$ cat config.mk
export PLATFORM = sky130hd
export DESIGN_NAME = pll_phase_shift
export DESIGN_NICKNAME = d
export VERILOG_FILES = /design/src/rtl/pll_ps_pkg.sv /design/src/rtl/pll_phase_shift.sv
export SDC_FILE = /design/constraint.sdc
export NUM_CORES = 1
export LEC_CHECK = 0
export CAP_MARGIN = 5
export CORE_UTILIZATION = 30
export DETAILED_ROUTE_END_ITERATION = 12
export PLACE_DENSITY_LB_ADDON = 0.15
export SETUP_SLACK_MARGIN = 0.4
export SLEW_MARGIN = 10
export SYNTH_ARGS = -nofsm -noshare
export SYNTH_HDL_FRONTEND = slang
export SYNTH_SLANG_ARGS = --single-unit
$ cat constraint.sdc
create_clock -name clk -period 5.5 [get_ports clk]
set_input_delay 1.1 -clock clk [delete_from_list [all_inputs] [get_ports clk]]
set_output_delay 1.1 -clock clk [all_outputs]
set_load 0.03 [all_outputs]
$ cat src/rtl/pll_ps_pkg.sv
// Shared types for the MMCM dynamic phase-shift sequencer.
package pll_ps_pkg;

  // Sequencer states: wait for work, issue one PSEN, wait for PSDONE.
  typedef enum logic [1:0] {
    IDLE  = 2'd0,
    PULSE = 2'd1,
    WAIT  = 2'd2
  } ps_state_e;

  // Default width of the signed net pending-request counter.
  localparam int PEND_WIDTH_DFLT = 4;

  typedef logic signed [PEND_WIDTH_DFLT-1:0] pend_t;

  // Direction of a fine-step burst; the encoding matches PSINCDEC.
  typedef enum logic {
    DIR_DEC = 1'b0,
    DIR_INC = 1'b1
  } dir_e;

endpackage

$ cat src/rtl/pll_phase_shift.sv
// Turns single-cycle phase inc/dec requests into bursts of MMCM dynamic
// phase-shift steps over the PSEN/PSINCDEC/PSDONE handshake. Net pending
// requests are queued in a saturating signed counter; the completed step
// position, handshake timeouts and queue overflow are reported.
module pll_phase_shift
  import pll_ps_pkg::*;
#(
  parameter int STEPS_PER_REQ = 8,
  parameter int PEND_WIDTH    = $bits(pend_t),
  parameter int TIMEOUT       = 64,
  parameter int POS_WIDTH     = 16
) (
  input  logic                        clk,
  input  logic                        rst,
  input  logic                        ph_inc,
  input  logic                        ph_dec,
  output logic                        psen,
  output logic                        psincdec,
  input  logic                        psdone,
  output logic                        busy,
  output logic signed [POS_WIDTH-1:0] pos,
  output logic                        err_timeout,
  output logic                        err_ovf,
  input  logic                        err_clr
);

  localparam int STEP_W = $clog2(STEPS_PER_REQ + 1);
  localparam int TMO_W  = $clog2(TIMEOUT);
  localparam int PX_W   = PEND_WIDTH + 2;

  localparam logic [STEP_W-1:0] STEP_LOAD = STEP_W'(STEPS_PER_REQ);
  localparam logic [TMO_W-1:0]  TMO_LAST  = TMO_W'(TIMEOUT - 1);

  // Pending-counter limits in a widened signed domain so that the
  // unsaturated sum can be compared without wrapping.
  localparam logic signed [PX_W-1:0] PEND_MAX_X = PX_W'(2**(PEND_WIDTH-1) - 1);
  localparam logic signed [PX_W-1:0] PEND_MIN_X = -PEND_MAX_X - PX_W'(1);

  ps_state_e                      state_q, state_d;
  dir_e                           dir_q, dir_d;
  logic [STEP_W-1:0]              step_cnt_q, step_cnt_d;
  logic [TMO_W-1:0]               tmo_cnt_q, tmo_cnt_d;
  logic signed [PEND_WIDTH-1:0]   pending_q, pending_d;
  logic signed [POS_WIDTH-1:0]    pos_q, pos_d;
  logic                           psen_q, psen_d;
  logic                           psincdec_q, psincdec_d;
  logic                           err_timeout_q, err_timeout_d;
  logic                           err_ovf_q, err_ovf_d;

  logic signed [1:0]              disp;
  logic                           tmo_hit;
  logic [PEND_WIDTH:0]            pend_nxt;

  // Next pending value: remove the dispatched burst first, then apply the
  // net request. A request that would leave the signed range is dropped
  // and reported in the MSB of the result; the dispatch still applies.
  function automatic logic [PEND_WIDTH:0] pend_sat_step(
    input logic signed [PEND_WIDTH-1:0] cur,
    input logic                         inc,
    input logic                         dec,
    input logic signed [1:0]            dsp
  );
    logic signed [PX_W-1:0] base;
    logic signed [PX_W-1:0] req;
    logic signed [PX_W-1:0] sum;
    logic                   ovf;
    base = PX_W'(cur) - PX_W'(dsp);
    req  = '0;
    if (inc && !dec) begin
      req = PX_W'(1);
    end else if (dec && !inc) begin
      req = '1;
    end
    sum = base + req;
    ovf = (sum > PEND_MAX_X) || (sum < PEND_MIN_X);
    if (ovf) begin
      sum = base;
    end
    return {ovf, sum[PEND_WIDTH-1:0]};
  endfunction

  // Sequencer: dispatch from the queue, pulse PSEN, then wait for PSDONE
  // or give up after TIMEOUT cycles counted from the PSEN cycle.
  always_comb begin
    state_d    = state_q;
    dir_d      = dir_q;
    step_cnt_d = step_cnt_q;
    tmo_cnt_d  = tmo_cnt_q;
    pos_d      = pos_q;
    disp       = 2'sb00;
    tmo_hit    = 1'b0;
    case (state_q)
      IDLE: begin
        // A latched timeout freezes dispatch until software clears it.
        if ((pending_q != '0) && !err_timeout_q) begin
          dir_d      = pending_q[PEND_WIDTH-1] ? DIR_DEC : DIR_INC;
          disp       = pending_q[PEND_WIDTH-1] ? 2'sb11 : 2'sb01;
          step_cnt_d = STEP_LOAD;
          tmo_cnt_d  = '0;
          state_d    = PULSE;
        end
      end
      PULSE: begin
        tmo_cnt_d = tmo_cnt_q + TMO_W'(1);
        state_d   = WAIT;
      end
      WAIT: begin
        // PSDONE on the last allowed cycle still counts as completion.
        if (psdone) begin
          pos_d      = (dir_q == DIR_INC) ? pos_q + POS_WIDTH'(1)
                                          : pos_q - POS_WIDTH'(1);
          step_cnt_d = step_cnt_q - STEP_W'(1);
          tmo_cnt_d  = '0;
          state_d    = (step_cnt_q == STEP_W'(1)) ? IDLE : PULSE;
        end else if (tmo_cnt_q == TMO_LAST) begin
          tmo_hit    = 1'b1;
          step_cnt_d = '0;
          state_d    = IDLE;
        end else begin
          tmo_cnt_d = tmo_cnt_q + TMO_W'(1);
        end
      end
      default: begin
        state_d = IDLE;
      end
    endcase
    psen_d     = (state_d == PULSE);
    psincdec_d = (state_d == PULSE) && (dir_d == DIR_INC);
  end

  // Request queue and sticky error flags; a new error beats a clear.
  always_comb begin
    pend_nxt      = pend_sat_step(pending_q, ph_inc, ph_dec, disp);
    pending_d     = pend_nxt[PEND_WIDTH-1:0];
    err_ovf_d     = pend_nxt[PEND_WIDTH] || (err_ovf_q && !err_clr);
    err_timeout_d = tmo_hit || (err_timeout_q && !err_clr);
  end

  // State register; reset abandons any burst in flight.
  always_ff @(posedge clk) begin
    if (rst) begin
      state_q       <= IDLE;
      dir_q         <= DIR_DEC;
      step_cnt_q    <= '0;
      tmo_cnt_q     <= '0;
      pending_q     <= '0;
      pos_q         <= '0;
      psen_q        <= 1'b0;
      psincdec_q    <= 1'b0;
      err_timeout_q <= 1'b0;
      err_ovf_q     <= 1'b0;
    end else begin
      state_q       <= state_d;
      dir_q         <= dir_d;
      step_cnt_q    <= step_cnt_d;
      tmo_cnt_q     <= tmo_cnt_d;
      pending_q     <= pending_d;
      pos_q         <= pos_d;
      psen_q        <= psen_d;
      psincdec_q    <= psincdec_d;
      err_timeout_q <= err_timeout_d;
      err_ovf_q     <= err_ovf_d;
    end
  end

  assign psen        = psen_q;
  assign psincdec    = psincdec_q;
  assign pos         = pos_q;
  assign err_timeout = err_timeout_q;
  assign err_ovf     = err_ovf_q;
  assign busy        = (state_q != IDLE) || (pending_q != '0);

endmodule

==> flow_metrics.env, run 1 <==
export IMPL_status="finished clean"
export IMPL_path_common_cell="sky130_fd_sc_hd__ha_1"
export IMPL_chipHeight_um=96.0
export IMPL_vias_per_cell=4.97
export IMPL_h_tree_depth=2
export IMPL_ys_seq_area_frac=0.280
export IMPL_final_antenna_net_count=0
export IMPL_wirelength_per_cell_um=12.5
export IMPL_p_clk_frac=0.129
export IMPL_clkSlewWorstSetupHoldPaths_ns=0.08
export IMPL_cts_root_to_sink_buffers=2
export IMPL_count_of_flip_flops_with_a_built_in_enable_after_synthesis=0
export IMPL_max_cap_viol_count=0
export IMPL_fill_cell_count=884
export IMPL_metal2_wl_mm=2.42
export IMPL_post_cts_resize_count=0
export IMPL_netlist_cell_type_count=50
export IMPL_slowest_delay_ns=0.65
export IMPL_maximum_number_of_pins_on_one_net_before_global_route_repair=39
export IMPL_slowest_stage_cell_cp="sky130_fd_sc_hd__or4_1"
export IMPL_arrival_ns=4.87
export IMPL_post_synth_fa_ha_maj_area_fraction=0.174
export IMPL_power_leakage_nw=1.28
export IMPL_final_max_slew_viol_count=0
export IMPL_critPathCaptureType="register"
export IMPL_critical_path_class="register to register"
export IMPL_power_per_cell_area_mw_per_mm2=627
export IMPL_finalCoreUtilization=0.373
export IMPL_dp_hpwl_mm=4.17
export IMPL_asyncSetResetFlopFracSynth=0
export IMPL_number_of_antenna_violations_at_the_first_check_in_global_routing=0
export IMPL_floorplan_die_width_um=96.0
export IMPL_intPower_mw=1.05
export IMPL_gr_total_overflow=0
export IMPL_effective_utilization_at_floorplan=0.316
export IMPL_finalSetupViolations=0
export IMPL_design_power_total_mw=1.96
export IMPL_final_cells=453
export IMPL_grt_pass1_wl_mm=9.52
export IMPL_finalWeightedCongestion=0.768
export IMPL_setup_repair_after_global_routing_missed_its_margin="false"
export IMPL_io_buffers=26
export IMPL_postCtsSetupRepairBufs=0
export IMPL_postSynth_topFlopCell="sky130_fd_sc_hd__dfxtp_1"
export IMPL_cell_area_after_synthesis_mm2=0.00265
export IMPL_drtIter0Drc=66
export IMPL_pin_count=27
export IMPL_placed_cells=445
export IMPL_synth_simple_gate_area_share=0.200
export IMPL_period_needed_ns=4.64
export IMPL_synth_compound_area_share=0.219
export IMPL_first_global_vias=2068
export IMPL_routed_wl_mm=5.66
export IMPL_vdd_drop_max_uv=214
export IMPL_tritoncts_num_buffers=5
export IMPL_dp_worst_setup_slack_ns=0.869
export IMPL_switching_power_mw=0.914
export IMPL_cts_hold_fix_buffers=0
export IMPL_main_combinational_cell_family_by_area_after_synthesis="compound AO/OA/AOI/OAI gates"
export IMPL_min_delay_path_class="register to register"
export IMPL_post_synth_xor_area_fraction=0.0661
export IMPL_chain_of_cells_forming_the_critical_path="inv_1 > ha_1 > nor3b_1 > nand2_1 > fa_1 > a21oi_1 > nand3_1 > o21ai_0 > ha_1 > and3_1 > a211oi_1 > mux2_4 > or4_1 > a211o_1 > a21oi_2"
export IMPL_total_die_area_mm2=0.00921
export IMPL_insertedDiodeCount=0
export IMPL_wl_met3_um=136
export IMPL_dr_total_vias=2252
export IMPL_layout_setup_ws_ns=0.857
export IMPL_worst_slew_pin_transition_ns=0.815
export IMPL_worst_path_buf_inv=1
export IMPL_area_growth_pct=18.1
export IMPL_highest_layer="met4"
export IMPL_globalRouteTotalUtil=0.132
export IMPL_cell_count_after_synthesis=323
export IMPL_timing_setup_tns_ns=0
export IMPL_crit_fanout=7
export IMPL_drc=0
export IMPL_clock_tree_root_cell="sky130_fd_sc_hd__clkbuf_8"
export IMPL_gate_power_share=0.679
export IMPL_yosys_warnings=0
export IMPL_clock_skew_ns=0.00785
export IMPL_num_rows=33
export IMPL_worst_path_dominant_cell_family="simple AND/OR/NAND/NOR gates"
export IMPL_worstSkewPairLatency_ns=0.29
export IMPL_startpoint_type="register"
export IMPL_clock_sink_count=37
export IMPL_syn_nets=364
export IMPL_min_period_over_period=0.844
export IMPL_syn_mean_instance_area_um2=8.20
export IMPL_met1_length_mm=3.06
export IMPL_ff_latch_count_synth=37
export IMPL_critical_path_required_time_ns=5.73
export IMPL_sw_frac_of_total=0.466
export IMPL_power_frac_seq=0.192
export IMPL_timing_max_slew_rel_slack=0.443
export IMPL_nets=388
export IMPL_core_area_mm2=0.00838
export IMPL_layout_drive_gt1_share=0.0402
export IMPL_max_freq_mhz=215
export IMPL_drt_pass1_iter_count=4
export IMPL_timing_hold_violations_final=0
export IMPL_multiplexer_fraction_of_the_synthesized_cell_area=0.0212
export IMPL_cts_tree="done"
[stage by stage]
step / area [um^2] / hold slack [ns]
2_1_floorplan: 2650 / 0.471
3_3_place_gp: 3010 / 0.463
5_1_grt: 3130 / 0.489
4_1_cts: 3130 / 0.482
3_5_place_dp: 3010 / 0.469
6_report: 3130 / 0.476
[cell families (layout without fill, tap and decap cells)]
| family | count (synthesis) | in the layout |
|---|---|---|
| adders and majority gates | 35 | 35 |
| buffers and inverters | 28 | 53 |
| and+or+nand+nor | 109 | 109 |
| muxes | 5 | 5 |
| AOI/OAI and AO/OA | 89 | 89 |
| xor gates and xnor gates | 20 | 20 |
| DFF | 37 | 37 |
[synth_stat cells (all sizes together) (2+ instances only)]
library cell / n / area share
a21o: 11 / 0.031
xnor2: 10 / 0.033
mux2i: 3 / 0.011
and2: 2 / 0.0047
nand3: 7 / 0.013
nor4: 2 / 0.0047
o21ai: 17 / 0.032
o21a: 2 / 0.0057
o211ai: 5 / 0.014
ha: 32 / 0.15
and3: 3 / 0.0071
nand4: 6 / 0.014
fa: 3 / 0.023
buf: 2 / 0.0033
o31ai: 2 / 0.0057
o21bai: 2 / 0.0057
nor3b: 3 / 0.0085
inv: 18 / 0.025
o2111ai: 2 / 0.0066
nand2b: 2 / 0.0047
mux2: 2 / 0.0099
clkbuf: 8 / 0.011
nand2: 26 / 0.037
a211oi: 11 / 0.031
dfxtp: 37 / 0.28
nor3: 6 / 0.011
a21oi: 25 / 0.049
a211o: 2 / 0.0066
nor2b: 6 / 0.014
nor2: 35 / 0.050
nand3b: 6 / 0.017
xor2: 10 / 0.033
[power by group through the flow]
| stage | sequential, mW | clock (mW) | combinational, mW |
|---|---|---|---|
| finish | 0.378 | 0.253 | 1.33 |
| global placement | 0.384 | 0 | 1.34 |
| floorplan | 0.426 | 0 | 1.02 |
| detailed placement | 0.384 | 0 | 1.33 |
| global route | 0.386 | 0.274 | 1.50 |
| CTS | 0.378 | 0.268 | 1.34 |
[routing by layer]
metal,track usage,vias to the layer above
li1,-,1206
met4,0.0336,0
met5,0,-
met2,0.201,22
met3,0.0245,4
met1,0.190,1020
[layout make-up]
cell class | instances | area, um^2 | share of cell area
well taps | 105 | 131 | 0.0420
clock inverters | 2 | 37.5 | 0.0120
clock buffers | 6 | 82.6 | 0.0264
flip-flops and latches | 37 | 741 | 0.237
repair buffers | 27 | 268 | 0.0855
multi-input cells | 258 | 1800 | 0.576
inverters | 18 | 67.6 | 0.0216
[registers in the layout (all words and copies together) (netlist names)]
name / count
dir_q: 1
psen: 1
psincdec: 1
err_ovf: 1
pos: 16
tmo_cnt_q: 6
err_timeout: 1
step_cnt_q: 4
state_q: 2
pending_q: 4
[worst reg2reg max path: stages (launching register included)]
cell                       delay (ns)
sky130_fd_sc_hd__dfxtp_1         0.36
sky130_fd_sc_hd__inv_1           0.13
sky130_fd_sc_hd__ha_1            0.26
sky130_fd_sc_hd__nor3b_1         0.46
sky130_fd_sc_hd__nand2_1         0.25
sky130_fd_sc_hd__fa_1            0.48
sky130_fd_sc_hd__a21oi_1         0.17
sky130_fd_sc_hd__nand3_1         0.09
sky130_fd_sc_hd__o21ai_0         0.11
sky130_fd_sc_hd__ha_1            0.31
sky130_fd_sc_hd__and3_1          0.20
sky130_fd_sc_hd__a211oi_1        0.28
sky130_fd_sc_hd__mux2_4          0.35
sky130_fd_sc_hd__or4_1           0.65
sky130_fd_sc_hd__a211o_1         0.36
sky130_fd_sc_hd__a21oi_2         0.12
[placed cells by master, fill, tap and decap left out, drive strengths merged, types with 7 or more instances in the layout]
master	instances
dfxtp	37
nor2	35
ha	32
nand2	26
clkdlybuf4s50	26
a21oi	25
inv	18
o21ai	17
a21o	11
a211oi	11
xor2	10
xnor2	10
nand3	7
[path summary, 6_finish.rpt]
path / end / slack, ns / start / depth (start not counted)
min: pos[7]$_SDFFE_PP0P_ / 0.48 / pos[7]$_SDFFE_PP0P_ / 2
max: pending_q[2]$_SDFF_PP0_ / 0.86 / state_q[0]$_SDFF_PP0_ / 15
min reg2reg: pos[7]$_SDFFE_PP0P_ / 0.48 / pos[7]$_SDFFE_PP0P_ / 2
max reg2reg: pending_q[2]$_SDFF_PP0_ / 0.86 / state_q[0]$_SDFF_PP0_ / 15
Power figures use the tool's default switching activity.
==> run 2, diff against run 1 <==
Clock period 5.5 ns to 4.75 ns, I/O delays scaled along.
==> run 2 against run 1 <==
Net effect: clock skew fell by 0.0018 ns; core utilization rose by 0.79 points; global-route usage rose by 0.60 points; maximum frequency rose by 13%; critical endpoint unchanged; largest power group unchanged.
==> flow_metrics.env, run 2 (synthesis gave the netlist of run 1 again) <==
export IMPL_status="finished clean"
export IMPL_clock_tree_root_cell="sky130_fd_sc_hd__clkbuf_8"
export IMPL_end_of_the_worst_register_to_register_path="pending_q[2]$_SDFF_PP0_"
export IMPL_max_cap_viol_count=0
export IMPL_min_delay_path_class="register to register"
export IMPL_insertedDiodeCount=0
export IMPL_min_period_over_period=0.868
export IMPL_met1_length_mm=3.19
export IMPL_nets=393
export IMPL_wirelength_per_cell_um=12.8
export IMPL_period_needed_ns=4.12
export IMPL_area_growth_pct=20.6
export IMPL_io_buffers=26
export IMPL_worstHoldStart="pos[7]$_SDFFE_PP0P_"
export IMPL_critical_path_required_time_ns=4.98
export IMPL_floorplan_die_width_um=96.0
export IMPL_vdd_drop_max_uv=281
export IMPL_vias_per_cell=5.05
export IMPL_h_tree_depth=2
export IMPL_largest_register_ff_count=16
export IMPL_clkSlewWorstSetupHoldPaths_ns=0.08
export IMPL_final_antenna_net_count=0
export IMPL_timing_hold_violations_final=0
export IMPL_grt_pass1_wl_mm=9.95
export IMPL_drc=0
export IMPL_finalSetupViolations=0
export IMPL_clock_skew_ns=0.00607
export IMPL_chipHeight_um=96.0
export IMPL_cts_root_to_sink_buffers=2
export IMPL_worst_slew_pin_transition_ns=0.693
export IMPL_drt_pass1_iter_count=6
export IMPL_stdcell_area_mm2=0.00320
export IMPL_intPower_mw=1.26
export IMPL_worstSkewPairLatency_ns=0.29
export IMPL_maximum_number_of_pins_on_one_net_before_global_route_repair=37
export IMPL_layout_cells_most_common="sky130_fd_sc_hd__dfxtp_1"
export IMPL_power_per_cell_area_mw_per_mm2=737
export IMPL_effective_utilization_at_floorplan=0.316
export IMPL_dp_hpwl_mm=4.27
export IMPL_layout_setup_ws_ns=0.628
export IMPL_finalWeightedCongestion=0.792
export IMPL_timing_setup_tns_ns=0
export IMPL_placed_cell_area_mm2=0.00304
export IMPL_clock_sink_count=37
export IMPL_drtIter0Drc=62
export IMPL_final_max_slew_viol_count=0
export IMPL_gate_power_share=0.691
export IMPL_cts_hold_fix_buffers=0
export IMPL_r2r_cells=16
export IMPL_instance_count_along_the_most_critical_hold_path=2
export IMPL_pin_count=27
export IMPL_crit_fanout=7
export IMPL_layout_drive_gt1_share=0.0680
export IMPL_metal2_wl_mm=2.46
export IMPL_cts_tree="done"
export IMPL_critical_path_class="register to register"
export IMPL_timing_max_slew_rel_slack=0.526
export IMPL_critPathCaptureType="register"
export IMPL_first_global_vias=2108
export IMPL_globalRouteTotalUtil=0.138
export IMPL_gr_total_overflow=0
export IMPL_dp_worst_setup_slack_ns=0.222
export IMPL_power_leakage_nw=1.31
export IMPL_reg2reg_from="state_q[0]$_SDFF_PP0_"
export IMPL_worst_hold_path_endpoint="pos[7]$_SDFFE_PP0P_"
export IMPL_wl_met3_um=140
export IMPL_crit_path_start="state_q[0]$_SDFF_PP0_"
export IMPL_design_power_total_mw=2.36
export IMPL_startpoint_type="register"
export IMPL_routed_wl_mm=5.87
export IMPL_tritoncts_num_buffers=5
export IMPL_highest_layer="met4"
export IMPL_layout_common_cells="37 x sky130_fd_sc_hd__dfxtp_1, 35 x sky130_fd_sc_hd__nor2_1, 32 x sky130_fd_sc_hd__ha_1"
export IMPL_num_rows=33
export IMPL_core_area_mm2=0.00838
export IMPL_max_freq_mhz=243
export IMPL_number_of_antenna_violations_at_the_first_check_in_global_routing=0
export IMPL_sw_frac_of_total=0.464
export IMPL_total_die_area_mm2=0.00921
export IMPL_power_frac_seq=0.186
export IMPL_rrSetupSlack_ns=0.63
export IMPL_switching_power_mw=1.09
export IMPL_dr_total_vias=2313
export IMPL_p_clk_frac=0.123
export IMPL_finalHoldWorstSlack_ns=0.476
export IMPL_arrival_ns=4.35
export IMPL_setup_repair_after_global_routing_missed_its_margin="false"
run 2: cell types whose count changed in the layout (fill, tap and decap cells not counted), sizes merged:
cell	change
buf	+5
run 2: routing by layer:
metal	global-route usage	vias up
li1	-	1215
met1	0.202	1065
met2	0.201	26
met3	0.0269	7
met4	0.0410	0
met5	0	-
run 2: repair_timing:
action | 4_1_cts | 5_1_grt
gates resized for setup | 1 | 5
setup buffers | 0 | 1
setup endpoints to repair | 4 | 4
run 2: how the worst max path moves through the flow:
stage	to	slack, ns	cells after the start
3_5_place_dp	pending_q[2]$_SDFF_PP0_	0.22	15
4_1_cts	pending_q[2]$_SDFF_PP0_	0.43	15
6_report	pending_q[2]$_SDFF_PP0_	0.63	16
3_3_place_gp	pending_q[2]$_SDFF_PP0_	0.38	15
2_1_floorplan	pending_q[2]$_SDFF_PP0_	0.52	16
5_1_grt	pending_q[2]$_SDFF_PP0_	0.40	16
run 2: power groups by stage:
| stage | Sequential [mW] | Clock, mW | Combinational (mW) |
|---|---|---|---|
| 5_1_grt | 0.451 | 0.314 | 1.85 |
| 6_report | 0.439 | 0.290 | 1.63 |
| 3_3_place_gp | 0.445 | 0 | 1.57 |
| 2_1_floorplan | 0.493 | 0 | 1.18 |
| 3_5_place_dp | 0.445 | 0 | 1.57 |
| 4_1_cts | 0.438 | 0.307 | 1.58 |
run 2: cell type report:
cell class / count / area, um^2
clock buffers: 6 / 82.6
clock inverters: 2 / 37.5
fillers: 880 / 5180
inverters: 18 / 67.6
multi-input cells: 258 / 1830
flip-flops and latches: 37 / 741
well taps: 105 / 131
repair buffers: 32 / 305
run 2: metrics by stage:
| stage | instances | utilization |
|---|---|---|
| global route | 458 | 0.381 |
| finish | 458 | 0.381 |
| floorplan | 323 | - |
| detailed placement | 449 | 0.363 |
| global placement | 449 | 0.363 |
| CTS | 457 | 0.378 |
run 2: critical path, cell delays in order, from the launching register on:
cell,delay (ns)
sky130_fd_sc_hd__dfxtp_1,0.35
sky130_fd_sc_hd__inv_1,0.12
sky130_fd_sc_hd__ha_1,0.19
sky130_fd_sc_hd__nor3b_4,0.25
sky130_fd_sc_hd__ha_1,0.19
sky130_fd_sc_hd__inv_1,0.06
sky130_fd_sc_hd__fa_1,0.39
sky130_fd_sc_hd__a21oi_1,0.17
sky130_fd_sc_hd__nand3_1,0.09
sky130_fd_sc_hd__o21ai_0,0.11
sky130_fd_sc_hd__ha_1,0.31
sky130_fd_sc_hd__and3_1,0.19
sky130_fd_sc_hd__a211oi_2,0.25
sky130_fd_sc_hd__mux2_4,0.35
sky130_fd_sc_hd__or4_4,0.59
sky130_fd_sc_hd__a211o_1,0.33
sky130_fd_sc_hd__a21oi_2,0.12
